===== config.mk =====
export PLATFORM = sky130hd
export DESIGN_NAME = cskipa_seq_ctrl_flat
export DESIGN_NICKNAME = d
export VERILOG_FILES = /design/src/rtl/cskipa_pkg.sv /design/src/rtl/cskipa_seq_ctrl_if.sv /design/src/rtl/cskipa_slice6.sv /design/src/rtl/cskipa_seq_ctrl.sv /design/src/flat_wrapper.sv
export SDC_FILE = /design/constraint.sdc
export NUM_CORES = 1
export LEC_CHECK = 0
export ABC_AREA = 1
export CELL_PAD_IN_SITES_DETAIL_PLACEMENT = 2
export CELL_PAD_IN_SITES_GLOBAL_PLACEMENT = 2
export CORE_MARGIN = 2
export CORE_UTILIZATION = 25
export CTS_CLUSTER_SIZE = 30
export DETAILED_ROUTE_END_ITERATION = 12
export DONT_BUFFER_PORTS = 1
export GPL_TIMING_DRIVEN = 0
export PLACE_DENSITY = 0.6
export SLEW_MARGIN = 30
export SYNTH_ARGS = -nofsm -noshare
export SYNTH_HDL_FRONTEND = slang
export SYNTH_SLANG_ARGS = --single-unit

===== constraint.sdc =====
create_clock -name i_clk -period 5.1 [get_ports i_clk]
set_input_delay 0.51 -clock i_clk [delete_from_list [all_inputs] [get_ports i_clk]]
set_output_delay 0.51 -clock i_clk [all_outputs]
set_load 0.05 [all_outputs]

===== src/rtl/cskipa_pkg.sv =====
// Shared constants, state encoding and sizing helpers for the sequential carry-skip adder.
package cskipa_pkg;

  localparam int SLICE_W = 6;

  typedef enum logic [1:0] {
    IDLE,
    RUN,
    DONE
  } state_t;

  function automatic int chunk_count(input int width);
    return width / SLICE_W;
  endfunction

  // The chunk counter must be at least one bit wide, even for a single-chunk build.
  function automatic int cnt_width(input int n);
    return (n <= 1) ? 1 : $clog2(n);
  endfunction

endpackage


===== src/rtl/cskipa_seq_ctrl_if.sv =====
// Operand/result handshake bundle for cskipa_seq_ctrl.
// When CSKIPA_SEQ_SUB_EN is defined, the bundle also carries the i_sub request bit.
interface cskipa_seq_ctrl_if #(
  parameter int WIDTH = 24
) ();

  logic             i_valid;
  logic             ready;
  logic [WIDTH-1:0] i_add_term1;
  logic [WIDTH-1:0] i_add_term2;
  logic             i_cin;
`ifdef CSKIPA_SEQ_SUB_EN
  logic             i_sub;
`endif
  logic             valid_out;
  logic             i_ready;
  logic [WIDTH-1:0] sum;
  logic             cout;

`ifdef CSKIPA_SEQ_SUB_EN
  modport master (
    output i_valid, i_add_term1, i_add_term2, i_cin, i_sub, i_ready,
    input  ready, valid_out, sum, cout
  );

  modport slave (
    input  i_valid, i_add_term1, i_add_term2, i_cin, i_sub, i_ready,
    output ready, valid_out, sum, cout
  );
`else
  modport master (
    output i_valid, i_add_term1, i_add_term2, i_cin, i_ready,
    input  ready, valid_out, sum, cout
  );

  modport slave (
    input  i_valid, i_add_term1, i_add_term2, i_cin, i_ready,
    output ready, valid_out, sum, cout
  );
`endif

endinterface


===== src/rtl/cskipa_slice6.sv =====
// Combinational 6-bit carry-skip slice: two 3-bit ripple groups, each of which
// forwards its own carry-in when every bit in the group propagates.
module cskipa_slice6 (
  input  logic [5:0] a,
  input  logic [5:0] b,
  input  logic       cin,
  output logic [5:0] s,
  output logic       co
);

  logic [5:0] p;
  logic [5:0] g;
  logic       c1;
  logic       c2;
  logic       c3;
  logic       c4;
  logic       c5;
  logic       lo_ripple;
  logic       hi_ripple;

  assign p = a ^ b;
  assign g = a & b;

  assign c1        = g[0] | (p[0] & cin);
  assign c2        = g[1] | (p[1] & c1);
  assign lo_ripple = g[2] | (p[2] & c2);
  assign c3        = (&p[2:0]) ? cin : lo_ripple;

  assign c4        = g[3] | (p[3] & c3);
  assign c5        = g[4] | (p[4] & c4);
  assign hi_ripple = g[5] | (p[5] & c5);
  assign co        = (&p[5:3]) ? c3 : hi_ripple;

  assign s = p ^ {c5, c4, c3, c2, c1, cin};

endmodule


===== src/rtl/cskipa_seq_ctrl.sv =====
// Multi-cycle WIDTH-bit adder that reuses one 6-bit carry-skip slice, LSB chunk first.
// Defining CSKIPA_SEQ_SUB_EN adds subtraction selected by i_sub at accept time.
module cskipa_seq_ctrl
  import cskipa_pkg::*;
#(
  parameter int WIDTH = 24
) (
  input  logic             i_clk,
  input  logic             i_rst_n,
  cskipa_seq_ctrl_if.slave bus
);

  localparam int N     = chunk_count(WIDTH);
  localparam int CNT_W = cnt_width(N);

  generate
    if (WIDTH <= 0 || (WIDTH % SLICE_W) != 0) begin : g_width_check
      $error("cskipa_seq_ctrl: WIDTH must be a positive multiple of 6");
    end
  endgenerate

  state_t                      state_q;
  state_t                      state_d;
  logic [CNT_W-1:0]            k_q;
  logic                        carry_q;
  logic [N-1:0][SLICE_W-1:0]   op_a_q;
  logic [N-1:0][SLICE_W-1:0]   op_b_q;
  logic [N-1:0][SLICE_W-1:0]   sum_q;
  logic                        cout_q;
  logic                        accept;
  logic                        last_chunk;
  logic                        ready_d;
  logic                        valid_d;
  logic [WIDTH-1:0]            op_b_in;
  logic                        carry_in;
  logic [SLICE_W-1:0]          slice_s;
  logic                        slice_co;

  // Subtraction stores the inverted B operand and forces a carry-in of one.
`ifdef CSKIPA_SEQ_SUB_EN
  assign op_b_in  = bus.i_sub ? ~bus.i_add_term2 : bus.i_add_term2;
  assign carry_in = bus.i_sub ? 1'b1 : bus.i_cin;
`else
  assign op_b_in  = bus.i_add_term2;
  assign carry_in = bus.i_cin;
`endif

  assign last_chunk = (k_q == CNT_W'(N - 1));

  always_ff @(posedge i_clk or negedge i_rst_n) begin
    if (!i_rst_n) begin
      state_q <= IDLE;
    end else begin
      state_q <= state_d;
    end
  end

  always_comb begin
    state_d = state_q;
    ready_d = 1'b0;
    valid_d = 1'b0;
    accept  = 1'b0;
    unique case (state_q)
      IDLE: begin
        ready_d = 1'b1;
        if (bus.i_valid) begin
          accept  = 1'b1;
          state_d = RUN;
        end
      end
      RUN: begin
        if (last_chunk) begin
          state_d = DONE;
        end
      end
      DONE: begin
        valid_d = 1'b1;
        if (bus.i_ready) begin
          state_d = IDLE;
        end
      end
      default: begin
        state_d = IDLE;
      end
    endcase
  end

  // Each RUN edge retires one chunk; the inter-chunk carry lives in carry_q.
  always_ff @(posedge i_clk or negedge i_rst_n) begin
    if (!i_rst_n) begin
      k_q     <= '0;
      carry_q <= 1'b0;
      op_a_q  <= '0;
      op_b_q  <= '0;
      sum_q   <= '0;
      cout_q  <= 1'b0;
    end else if (accept) begin
      op_a_q  <= bus.i_add_term1;
      op_b_q  <= op_b_in;
      carry_q <= carry_in;
      k_q     <= '0;
    end else if (state_q == RUN) begin
      sum_q[k_q] <= slice_s;
      carry_q    <= slice_co;
      k_q        <= k_q + 1'b1;
      if (last_chunk) begin
        cout_q <= slice_co;
      end
    end
  end

  cskipa_slice6 u_slice (
    .a   (op_a_q[k_q]),
    .b   (op_b_q[k_q]),
    .cin (carry_q),
    .s   (slice_s),
    .co  (slice_co)
  );

  assign bus.ready     = ready_d;
  assign bus.valid_out = valid_d;
  assign bus.sum       = sum_q;
  assign bus.cout      = cout_q;

endmodule


===== src/flat_wrapper.sv =====
// flat-port wrapper written by rule: the top's interface ports become plain ports
module cskipa_seq_ctrl_flat import cskipa_pkg::*;
#(
  parameter int WIDTH = 24
)
  (i_clk, i_rst_n, bus_i_valid, bus_i_add_term1, bus_i_add_term2, bus_i_cin, bus_i_ready, bus_ready, bus_valid_out, bus_sum, bus_cout);
  cskipa_seq_ctrl_if #(.WIDTH(WIDTH)) bus_i ();
  input  logic i_clk;
  input  logic i_rst_n;
  input wire logic [$bits(bus_i.i_valid)-1:0] bus_i_valid;
  input wire logic [$bits(bus_i.i_add_term1)-1:0] bus_i_add_term1;
  input wire logic [$bits(bus_i.i_add_term2)-1:0] bus_i_add_term2;
  input wire logic [$bits(bus_i.i_cin)-1:0] bus_i_cin;
  input wire logic [$bits(bus_i.i_ready)-1:0] bus_i_ready;
  output wire logic [$bits(bus_i.ready)-1:0] bus_ready;
  output wire logic [$bits(bus_i.valid_out)-1:0] bus_valid_out;
  output wire logic [$bits(bus_i.sum)-1:0] bus_sum;
  output wire logic [$bits(bus_i.cout)-1:0] bus_cout;
  assign bus_i.i_valid = bus_i_valid;
  assign bus_i.i_add_term1 = bus_i_add_term1;
  assign bus_i.i_add_term2 = bus_i_add_term2;
  assign bus_i.i_cin = bus_i_cin;
  assign bus_i.i_ready = bus_i_ready;
  assign bus_ready = bus_i.ready;
  assign bus_valid_out = bus_i.valid_out;
  assign bus_sum = bus_i.sum;
  assign bus_cout = bus_i.cout;
  cskipa_seq_ctrl #(.WIDTH(WIDTH)) u_core (.i_clk(i_clk), .i_rst_n(i_rst_n), .bus(bus_i));
endmodule

======== Word-level counts from Yosys, hierarchy flattened ========
Index checks and enable logic that the tools add are counted.
word-level totals
  bits of input ports ..................... 53
  output and inout port bits .............. 27
  register bits ........................... 78
operators by class
  eq/ne operators ......................... 6
  multiplexer cells ....................... 21
  $lt $le $gt $ge ......................... 2
  reductions and logical operators ........ 8
  bitwise gates (word level) .............. 16
  add/subtract/negate cells ............... 1
operators with widths
  cell                                                                                  count
  6-bit binary-select mux with 2-bit select                                             2
  24-bit bitwise mux                                                                    1
  6-bit two-way mux                                                                     3
  6-bit demux with 2-bit select                                                         1
  3-bit AND reduction                                                                   4
  6-bit bitwise XOR                                                                     2
  2-bit two-way mux                                                                     5
  1-bit two-way mux                                                                     8
  1-bit bitwise AND                                                                     6
  6-bit bitwise AND                                                                     1
  1-bit OR                                                                              6
  2-bit case mux with 3 select lines                                                    1
  2-bit == test (second input constant)                                                 2
  2-bit != test (second input constant)                                                 2
  2-bit by 3-bit less-than comparator with 1-bit output (second input constant)         1
  2-bit by 1-bit adder with 2-bit output (second input constant)                        1
  2-bit by 1-bit == test with 1-bit output (second input constant)                      1
  2-bit by 1-bit greater-or-equal comparator with 1-bit output (second input constant)  1
  2-bit zero test                                                                       1
  2-bit by 1-bit != test with 1-bit output (second input constant)                      1
  2-bit AND reduction                                                                   1
  2-bit nonzero test                                                                    1
  1-bit logical AND                                                                     1
  1-bit inverter                                                                        1

======== Logic depth before layout (Yosys ltp) ========
Gate-level depths: netlist of run 1.
  word-level depth ........................ 19
  gate-level depth with buffers ........... 19
  mapped depth without buffers ............ 17

======== Modules after synthesis ========
From an unflattened synthesis of run 1, not the netlist that was laid out.
second synthesis, totals
  cell total of the unflattened synthesis .. 485
  area total of the unflattened synthesis .. 3831.2 um^2
by module, submodules not included
  module           seq. area each (um^2)  cells an instance  times used  area an instance (um^2)
  cskipa_seq_ctrl  1951.9                 453                1           3550.9
  cskipa_slice6    0.0                    32                 1           280.3

======== Least setup slack after synthesis of run 1 ========
No wires, ideal clock.
  path kind ............................... reg-to-reg
  from .................................... register u_core.k_q[0]
  to ...................................... register u_core.sum_q (netlist bit u_core.bus.sum[11])
  cell stages (with the launch flop) ...... 18
  setup time .............................. 0.075 ns
  setup slack ............................. 1.534 ns
  data arrival time ....................... 3.492 ns
  required time ........................... 5.025 ns
  path buffers ............................ 2
  cells stage by stage .................... dfrtp_1 buf_2 inv_1 buf_4 nand2_1 nand3_1 nand2_1 fa_1 inv_1 fa_1 fa_1 nand2_1 nand2_1 fa_1 fa_1 inv_1 fa_1 o21ai_2
between the ends
  word-level cells in the longest chain between the ends .. 16
ends and longest elaborated chain
  what                                                                 RTL line                                        RTL
  from (decl)                                                          cskipa_seq_ctrl.sv:24                           logic [CNT_W-1:0] k_q;
  from (signal assigned)                                               cskipa_seq_ctrl.sv:105                          k_q <= k_q + 1'b1;
  6-bit binary-select mux with 2-bit select, on equally long branches  cskipa_seq_ctrl.sv:113, cskipa_seq_ctrl.sv:114
  6-bit two-way mux, on equally long branches                          cskipa_seq_ctrl.sv:113, cskipa_seq_ctrl.sv:114
  6-bit bitwise XOR                                                    cskipa_slice6.sv:21                             assign p = a ^ b;
  1-bit bitwise AND                                                    cskipa_slice6.sv:24                             assign c1 = g[0] | (p[0] & cin);
  1-bit OR                                                             cskipa_slice6.sv:24
  1-bit bitwise AND                                                    cskipa_slice6.sv:25                             assign c2 = g[1] | (p[1] & c1);
  1-bit OR                                                             cskipa_slice6.sv:25
  1-bit bitwise AND                                                    cskipa_slice6.sv:26                             assign lo_ripple = g[2] | (p[2] & c2);
  1-bit OR                                                             cskipa_slice6.sv:26
  1-bit two-way mux                                                    cskipa_slice6.sv:27                             assign c3 = (&p[2:0]) ? cin : lo_ripple;
  1-bit bitwise AND                                                    cskipa_slice6.sv:29                             assign c4 = g[3] | (p[3] & c3);
  1-bit OR                                                             cskipa_slice6.sv:29
  1-bit bitwise AND                                                    cskipa_slice6.sv:30                             assign c5 = g[4] | (p[4] & c4);
  1-bit OR                                                             cskipa_slice6.sv:30
  6-bit bitwise XOR                                                    cskipa_slice6.sv:34                             assign s = p ^ {c5, c4, c3, c2, c1, cin};
  24-bit bitwise mux (*)                                               cskipa_seq_ctrl.sv:103                          sum_q[k_q] <= slice_s;
  to (signal, indexed assignment)                                      cskipa_seq_ctrl.sv:103
  to (decl)                                                            cskipa_seq_ctrl.sv:28                           logic [N-1:0][SLICE_W-1:0] sum_q;
Every way passes the cells marked *; elsewhere a longest branch is shown, timed or not. The select of a mux whose other input is x is not followed.
A chain may end at the register's enable or synchronous reset.

======== Worst setup path after layout of run 1 ========
  from .................................... register u_core.k_q[1]
  to ...................................... register u_core.sum_q (netlist bit u_core.bus.sum[11])
The elaborated chain is that of the path after synthesis.

==> summary.txt, run 1 <==
Clocking
  • CTS clk-pin slew, worst paths: 60 ps
  • TritonCTS Buffers: 9
  • Later-pin clock latency in the skew report: 350 ps
  • TritonCTS clock tree: built
  • CTS Buffer Depth: 2
  • CTS resizes: 0
  • Clk sink count: 78
  • Htree depth: 3
  • Root buffer cell: clkbuf_16

Placement
  • IO Port Bufs: 0
  • Placed Cells: 617
  • GPL Wtd Cong: 0.718
  • Post-DP HPWL: 8.62 mm

Synthesis
  • Synthesized instance count: 429
  • EDFF count, synth: 0
  • Syn Nets: 498
  • Avg Synthesized Cell Area: 8.85 um2
  • Sequential area share after synthesis: 0.514
  • Syn Std Cell Area: 3800 um2
  • Synth Register Bits: 78
  • Post-synth top area share: 0.514
  • Synth area leaders: dfrtp_1, nand2_1, nand3_1
  • Count leader, synth: nand2_1
  • FFs w/ async S/R, synth: 1.00
  • Yosys cell types: 22
  • Leading area contributor after synthesis: dfrtp_1
  • Ys flop type: dfrtp_1
  • Synthesis warning total: 0
  • Synth cell count leaders: nand2_1, dfrtp_1, nand3_1

Floorplanning
  • FP Rows: 45
  • Top Ports: 80
  • Die area: 16200 um2
  • Core ar.: 15000 um2
  • Starting density of the core: 0.253
  • Die Wd: 127 um
  • Die H: 127 um

GRT
  • First-pass GRT wire length: 18.7 mm
  • Vias in the first global route: 3353
  • Initial antenna violation count: 0
  • GRT overflow: 0
  • Gr busiest metal: met2
  • GRT Total Usage: 0.152
  • Met2 Use GR: 0.264
  • Met1 usage: 0.177
  • Met3 Use GR: 0.0590
  • Largest net degree at the start of global routing: 79

Critical path
  • Reg2Reg Depth: 15
  • Reg2reg setup slack: 830 ps
  • Crit path required time: 5370 ps
  • Startpoint Class: flip-flop
  • Crit end category: flip-flop
  • R2r endpoint: u_core.bus.sum[11]
  • Worst EP arrival: 4540 ps
  • FF-to-FF Start: u_core.k_q[1]
  • Critical path fanouts, max: 11
  • Critical path class: flip-flop to flip-flop

Routing
  • DRT Pass-1 Iters: 4
  • DRT iter0 DRCs: 70
  • WL/cell: 18.0 um
  • Residual DRC: 0
  • Antenna-violating nets left: 0
  • Via count: 2971
  • Total Wirelength: 11.4 mm
  • Vias/cell: 4.69

STA
  • Slew of the pin with the lowest slew margin: 917 ps
  • Endpoints failing hold: 0
  • Max Clock Freq: 234 MHz
  • Final min period: 4270 ps
  • Min Hold Slack: 60.8 ps
  • Final setup viols: 0
  • Final setup TNS: 0 ps
  • Rel. slew slack: 0.386
  • Worst clock skew: 5.09 ps
  • Final Max Tran Viols: 0
  • Final Cycle Share: 0.836
  • Unrepaired setup endpoints after global routing: false

Finish
  • # diodes: 0
  • Layout cell share with drive strength beyond 1: 0.139
  • Nets: 510
  • Layout Area Growth over Synthesis: 14.6%
  • Fin cells: 634
  • Final Core Density: 0.289

Worst hold path
  • Worst min path class: primary input to async pin

Run status
  • Status: complete, no violations

Flow run
  • Max-Cap Viols: 0
worst max-delay path: stages (launching register included):
cell	delay [ps]
dfrtp_1	490
inv_1	170
clkbuf_1	460
nand3_1	190
nand2_1	160
fa_1	180
inv_1	50
fa_1	400
fa_1	380
nand2_1	100
nand2_1	80
fa_1	390
fa_1	370
inv_1	80
fa_1	520
o21ai_2	170
cell usage in the layout (no fill, tap or decap), types with 3 or more instances in the layout:
master and count:
clkinvlp_4 3, o22ai_1 8, nand2_1 150, buf_4 3, clkbuf_16 9, nand2_4 3, o21ai_0 20, ha_1 10
nand3_1 61, nor2_1 18, buf_2 9, o21ai_2 22, buf_6 5, clkbuf_1 11, inv_1 17, fa_1 6
dfrtp_1 78
routing by layer:
layer	wire (um)	vias to the layer above	share of wire
li1	-	1415	-
met1	4890	1475	0.43
met2	5610	72	0.49
met3	761	9	0.067
met4	141	0	0.012
met5	0	-	0
how the worst max path moves through the flow:
stage | from | endpoint | depth (start not counted)
after floorplan | u_core.k_q[0] | u_core.bus.sum[11] | 17
after global placement | u_core.k_q[1] | u_core.bus.sum[23] | 15
after CTS | u_core.k_q[1] | u_core.bus.sum[11] | 15
after detailed placement | u_core.k_q[1] | u_core.bus.sum[11] | 15
after global routing | u_core.k_q[1] | u_core.bus.sum[11] | 15
final | u_core.k_q[1] | u_core.bus.sum[11] | 15
flip-flops by register name, summed over array words and instances, names as in the netlist:
signal,count
u_core.k_q,2
u_core.op_a_q,24
u_core.bus.cout,1
u_core.carry_q,1
u_core.op_b_q,24
u_core.state_q,2
u_core.bus.sum,24
metrics by stage:
stage                     worst slack [ps]  cell area (um2)
final                                  834             4350
after global routing                   466             4350
after CTS                              762             4350
after floorplan                       1530             3800
after global placement                 845             4030
after detailed placement               766             4030
cells by family (layout without fill, tap and decap cells):
| group | Yosys count | count (layout) | share of synthesized area |
|---|---|---|---|
| AO/OA/AOI/OAI | 54 | 54 | 0.0972 |
| adder cells (fa/ha/maj) | 16 | 16 | 0.0646 |
| AND/OR/NAND/NOR | 236 | 236 | 0.263 |
| flip-flops | 78 | 78 | 0.514 |
| buffers and inverters | 45 | 62 | 0.0610 |
cell type report:
| class | instances | area [um2] |
|---|---|---|
| multi-input cells | 306 | 1610 |
| plain buffers | 27 | 161 |
| inverters | 18 | 70.1 |
| repair buffers | 1 | 27.5 |
| well taps | 188 | 235 |
| clock inverters | 6 | 62.6 |
| flip-flops and latches | 78 | 1950 |
| fillers | 1710 | 10700 |
| clock buffers | 10 | 229 |
timing repair:
action,4_1_cts,5_1_grt
hold endpoints to repair,78,0
hold buffers,1,0
setup buffers,0,0
Power of run 1 is left out: the tool's default activity adds up to more than one toggle a clock period on the data nets, which glitch-free logic cannot reach.
==> inputs of run 2 (changes only) <==
Clock period 5.1 ns to 4.5 ns, I/O delays scaled along.
==> run 2 against run 1 <==
Maximum frequency rose by 4.0%. Sequential cell count unchanged. Via count fell by 0.27%. Final area is essentially flat. Highest routed layer unchanged.
==> summary.txt, run 2 (synthesized netlist as in run 1, its figures left out) <==
Run status
  • Status: complete, no violations (unchanged)

GRT
  • GRT Total Usage: 0.152 (unchanged)
  • Initial antenna violation count: 0 (unchanged)
  • GRT overflow: 0 (unchanged)
  • First-pass GRT wire length: 18.7 mm (unchanged)
  • Vias in the first global route: 3353 (unchanged)
  • Largest net degree at the start of global routing: 79 (unchanged)

Clocking
  • TritonCTS clock tree: built (unchanged)
  • TritonCTS Buffers: 9 (unchanged)
  • Root buffer cell: clkbuf_16 (unchanged)
  • CTS Buffer Depth: 2 (unchanged)
  • Clk sink count: 78 (unchanged)
  • Later-pin clock latency in the skew report: 350 ps (about the same)
  • CTS clk-pin slew, worst paths: 60 ps (about the same)
  • Htree depth: 3 (unchanged)

Floorplanning
  • Core ar.: 15000 um2 (unchanged)
  • Die H: 127 um (unchanged)
  • Die Wd: 127 um (unchanged)
  • Starting density of the core: 0.253 (unchanged)
  • FP Rows: 45 (unchanged)
  • Die area: 16200 um2 (unchanged)
  • Top Ports: 80 (unchanged)

Critical path
  • Crit path required time: 4770 ps (was 5370 ps)
  • FF-to-FF Start: u_core.k_q[0] (was u_core.k_q[1])
  • Worst EP arrival: 4370 ps (was 4540 ps)
  • Crit end category: flip-flop (unchanged)
  • R2r endpoint: u_core.bus.sum[11] (unchanged)
  • Startpoint Class: flip-flop (unchanged)
  • Reg2Reg Depth: 17 (was 15)
  • Critical path fanouts, max: 10 (was 11)
  • Critical path class: flip-flop to flip-flop (unchanged)
  • Reg2reg setup slack: 400 ps (was 830 ps)

Routing
  • Total Wirelength: 11.4 mm (about the same)
  • DRT Pass-1 Iters: 4 (unchanged)
  • Via count: 2963 (was 2971)
  • Vias/cell: 4.67 (was 4.69)
  • Antenna-violating nets left: 0 (unchanged)
  • DRT iter0 DRCs: 71 (was 70)
  • Residual DRC: 0 (unchanged)
  • WL/cell: 18.0 um (about the same)

Placement
  • Post-Place Worst Slack: 166 ps (was 766 ps)
  • Placed Cells: 617 (unchanged)
  • Post-DP HPWL: 8.62 mm (unchanged)
  • GPL Wtd Cong: 0.718 (unchanged)
  • IO Port Bufs: 0 (unchanged)

Flow run
  • Max-Cap Viols: 0 (unchanged)

STA
  • Worst clock skew: 5.10 ps (was 5.09 ps)
  • Unrepaired setup endpoints after global routing: false (unchanged)
  • Final setup viols: 0 (unchanged)
  • Max Clock Freq: 244 MHz (was 234 MHz)
  • Slew of the pin with the lowest slew margin: 917 ps (about the same)
  • Final min period: 4100 ps (was 4270 ps)
  • Rel. slew slack: 0.386 (unchanged)
  • Final setup TNS: 0 ps (unchanged)
  • Final Max Tran Viols: 0 (unchanged)
  • Endpoints failing hold: 0 (unchanged)
  • Final Cycle Share: 0.911 (was 0.836)
  • Worst Slack Setup Final: 400 ps (was 834 ps)

Finish
  • # diodes: 0 (unchanged)
  • Fillers: 1711 (was 1710)
  • Commonest non-fill, non-tap cells in the layout: nand2_1, dfrtp_1, nand3_1 (unchanged)
  • Fin cells: 634 (unchanged)
  • Commonest non-fill, non-tap cell in the layout: nand2_1 (unchanged)
  • Layout Area Growth over Synthesis: 14.6% (about the same)
  • Layout cell share with drive strength beyond 1: 0.141 (was 0.139)
  • Nets: 510 (unchanged)

Worst hold path
  • Worst min path class: primary input to async pin (unchanged)
[run 2: cell count changes in the layout (fill, tap and decap cells not counted)]
cell / delta
clkbuf_1: -1
clkbuf_2: +1
[run 2: layer usage]
| layer | global-route usage | routed length, um | vias to the layer above |
|---|---|---|---|
| met5 | 0 | 0 | - |
| met4 | 0.0381 | 147 | 0 |
| met3 | 0.0590 | 749 | 10 |
| met2 | 0.264 | 5600 | 68 |
| met1 | 0.177 | 4900 | 1470 |
| li1 | - | - | 1415 |
[run 2: worst max-delay path by stage]
stage,from,endpoint,depth (start not counted)
after floorplan,u_core.k_q[0],u_core.bus.sum[11],17
after global placement,u_core.k_q[1],u_core.bus.sum[23],15
after detailed placement,u_core.k_q[1],u_core.bus.sum[11],15
after CTS,u_core.k_q[1],u_core.bus.sum[11],15
after global routing,u_core.k_q[0],u_core.bus.sum[11],17
final,u_core.k_q[0],u_core.bus.sum[11],17
[run 2: what timing repair did]
action                                 CTS  global route
buffers inserted                         0             0
setup endpoints to repair                0             4
resized for setup                        0             2
hold buffers                             1             0
endpoints found under the hold margin   78             0
[run 2: worst max-delay path, cell delays in order, from the launching register on]
cell	delay, ps
dfrtp_1	390
buf_2	250
inv_1	170
buf_4	210
nand2_1	60
nand3_1	70
nand2_1	140
fa_1	180
inv_1	50
fa_1	400
fa_1	380
nand2_1	100
nand2_1	80
fa_1	390
fa_1	370
inv_1	80
fa_1	520
o21ai_2	170
[run 2: area by class of cell]
type                            instances  area, um2  share of cell area
Sequential cell                        78       1950               0.448
Multi-Input combinational cell        306       1610               0.371
Tap cell                              188        235              0.0540
Clock buffer                           10        229              0.0526
Buffer                                 27        163              0.0374
Inverter                               18       70.1              0.0161
Clock inverter                          6       62.6              0.0144
Timing Repair Buffer                    1       27.5             0.00632
[run 2: through the flow]
stage,hold WS [ps],cell area (um2),util
global route,23.5,4350,0.290
global placement,160,4030,0.268
CTS,13.1,4350,0.289
finish,0.672,4350,0.290
floorplan,154,3800,-
detailed placement,159,4030,0.268
Power of run 2 is left out for the same reason.
==> inputs of run 3 (changes only) <==
Settings changed: CELL_PAD_IN_SITES_DETAIL_PLACEMENT 2 to 0, CELL_PAD_IN_SITES_GLOBAL_PLACEMENT 2 to 1, CORE_UTILIZATION 25 to 47, PLACE_DENSITY 0.6 to 0.83.
==> run 3 against run 2 <==
Count of clock-buffer cells in the layout rose by 1. Global-route usage up 6.3 points. Largest cell class unchanged. Critical path type unchanged. Die area is 46% lower. Register-to-register slack about the same. Sequential cell count did not move. Via count down 3.1%. Clock skew up 2.5 ps. Highest routed layer unchanged. Maximum frequency is 0.21% higher.
==> summary.txt, run 3 (synthesized netlist as in run 1, its figures left out) <==
Run status
  • Status: complete, no violations (unchanged)

Critical path
  • Crit path required time: 4790 ps (was 4770 ps)
  • Start point of the critical path: u_core.k_q[1] (was u_core.k_q[0])
  • Critical path fanouts, max: 11 (was 10)
  • Crit end category: flip-flop (unchanged)
  • Worst EP arrival: 4390 ps (was 4370 ps)
  • FF-to-FF Start: u_core.k_q[1] (was u_core.k_q[0])
  • Critical path class: flip-flop to flip-flop (unchanged)
  • Startpoint Class: flip-flop (unchanged)
  • Reg2Reg Depth: 15 (was 17)

Finish
  • Commonest non-fill, non-tap cell in the layout: nand2_1 (unchanged)
  • Area of the multi-input gates: 1610 um2 (unchanged)
  • # diodes: 0 (unchanged)
  • Nets: 511 (was 510)
  • Commonest non-fill, non-tap cells in the layout: nand2_1, dfrtp_1, nand3_1 (unchanged)
  • Register area: 1950 um2 (unchanged)
  • Layout Area Growth over Synthesis: 8.73% (was 14.6%)
  • Fillers: 760 (was 1711)
  • Fin cells: 549 (was 634)
  • Layout cell share with drive strength beyond 1: 0.139 (was 0.141)
  • Final Cell Area: 4130 um2 (was 4350 um2)

Clocking
  • Hold-fix buffers, CTS: 2 (was 1)
  • Clk sink count: 78 (unchanged)
  • TritonCTS clock tree: built (unchanged)
  • TritonCTS Buffers: 9 (unchanged)
  • Htree depth: 3 (unchanged)
  • CTS Buffer Depth: 2 (unchanged)
  • CTS resizes: 0 (unchanged)
  • CTS clk-pin slew, worst paths: 80 ps (was 60 ps)
  • Setup repair bufs after CTS: 0 (unchanged)
  • Root buffer cell: clkbuf_8 (was clkbuf_16)
  • Later-pin clock latency in the skew report: 360 ps (was 350 ps)

STA
  • Final Cycle Share: 0.909 (was 0.911)
  • Endpoints failing hold: 0 (unchanged)
  • Rel. slew slack: 0.404 (was 0.386)
  • Final min period: 4090 ps (was 4100 ps)
  • Max Clock Freq: 244 MHz (about the same)
  • Unrepaired setup endpoints after global routing: false (unchanged)
  • Final Max Tran Viols: 0 (unchanged)
  • Worst clock skew: 7.55 ps (was 5.10 ps)
  • Final setup TNS: 0 ps (unchanged)
  • Final setup viols: 0 (unchanged)
  • Worst Slack Setup Final: 409 ps (was 400 ps)
  • Slew of the pin with the lowest slew margin: 890 ps (was 917 ps)

Placement
  • Placed Cells: 531 (was 617)
  • Post-DP HPWL: 6.33 mm (was 8.62 mm)
  • IO Port Bufs: 0 (unchanged)
  • GPL Wtd Cong: 0.834 (was 0.718)
  • Post-Place Worst Slack: 437 ps (was 166 ps)
  • DP Area: 3930 um2 (was 4030 um2)

Routing
  • Vias/cell: 5.23 (was 4.67)
  • Total Wirelength: 8.71 mm (was 11.4 mm)
  • DRT Pass-1 Iters: 4 (unchanged)
  • Residual DRC: 0 (unchanged)
  • Via count: 2872 (was 2963)
  • DRT iter0 DRCs: 162 (was 71)
  • WL/cell: 15.9 um (was 18.0 um)
  • Antenna-violating nets left: 0 (unchanged)

GRT
  • Initial antenna violation count: 0 (unchanged)
  • Vias in the first global route: 2811 (was 3353)
  • Largest net degree at the start of global routing: 79 (unchanged)
  • GRT Total Usage: 0.215 (was 0.152)
  • First-pass GRT wire length: 14.2 mm (was 18.7 mm)
  • GRT overflow: 0 (unchanged)

Floorplanning
  • Top Ports: 80 (unchanged)
  • Die H: 93.9 um (was 127 um)
  • FP Rows: 32 (was 45)
  • Die Wd: 93.9 um (was 127 um)
  • Die area: 8810 um2 (was 16200 um2)
  • Starting density of the core: 0.489 (was 0.253)
  • Core ar.: 7770 um2 (was 15000 um2)

Worst hold path
  • Hold_sp: bus_i_ready
  • Worst min path class: primary input to flip-flop (was primary input to async pin)
  • WHS Path Cells: 1

Flow run
  • Max-Cap Viols: 0 (unchanged)
-- run 3: cell types whose count changed in the layout (fill, tap and decap cells not counted), moves of 3 or more --
| cell | previous run | this run |
|---|---|---|
| clkbuf_8 | 0 | 10 |
| clkbuf_16 | 9 | 0 |
| clkinv_2 | 2 | 5 |
| clkinvlp_4 | 3 | 0 |
-- run 3: area by class of cell --
class,instances,share of cell area
buffer,27,0.0391
tap,102,0.0309
clock buffer,11,0.0342
sequential,78,0.473
timing repair buffer,2,0.00909
multi-input combinational,306,0.391
inverter,18,0.0170
clock inverter,5,0.00606
-- run 3: stage by stage --
| step | hold WS, ps | utilization |
|---|---|---|
| floorplan | 154 | - |
| global placement | 157 | 0.505 |
| detailed placement | 156 | 0.505 |
| CTS | 173 | 0.532 |
| global route | 167 | 0.532 |
| finish | 182 | 0.532 |
-- run 3: layer usage --
layer	vias to the layer above	track usage	routed length, um
met5	-	0	0
met4	0	0.0990	155
met3	15	0.0658	792
met2	98	0.334	4040
met1	1346	0.276	3720
li1	1413	-	-
-- run 3: final timing paths --
kind                                      end  slack (ps)
setup / recovery           u_core.bus.sum[11]         410
hold / removal              u_core.state_q[1]         180
setup reg to reg           u_core.bus.sum[11]         410
hold reg to reg             u_core.op_a_q[15]         470
max in group asynchronous   u_core.op_b_q[21]        3520
min in group asynchronous  u_core.bus.sum[16]         660
-- run 3: critical path, cell delays in order, from the launching register on --
cell	delay, ps
dfrtp_1	490
inv_1	160
clkbuf_1	420
nand3_1	130
nand2_1	160
fa_1	190
inv_1	50
fa_1	390
fa_1	370
nand2_1	90
nand2_1	70
fa_1	380
fa_1	370
inv_1	80
fa_1	510
o21ai_2	170
Power of run 3 is left out for the same reason.
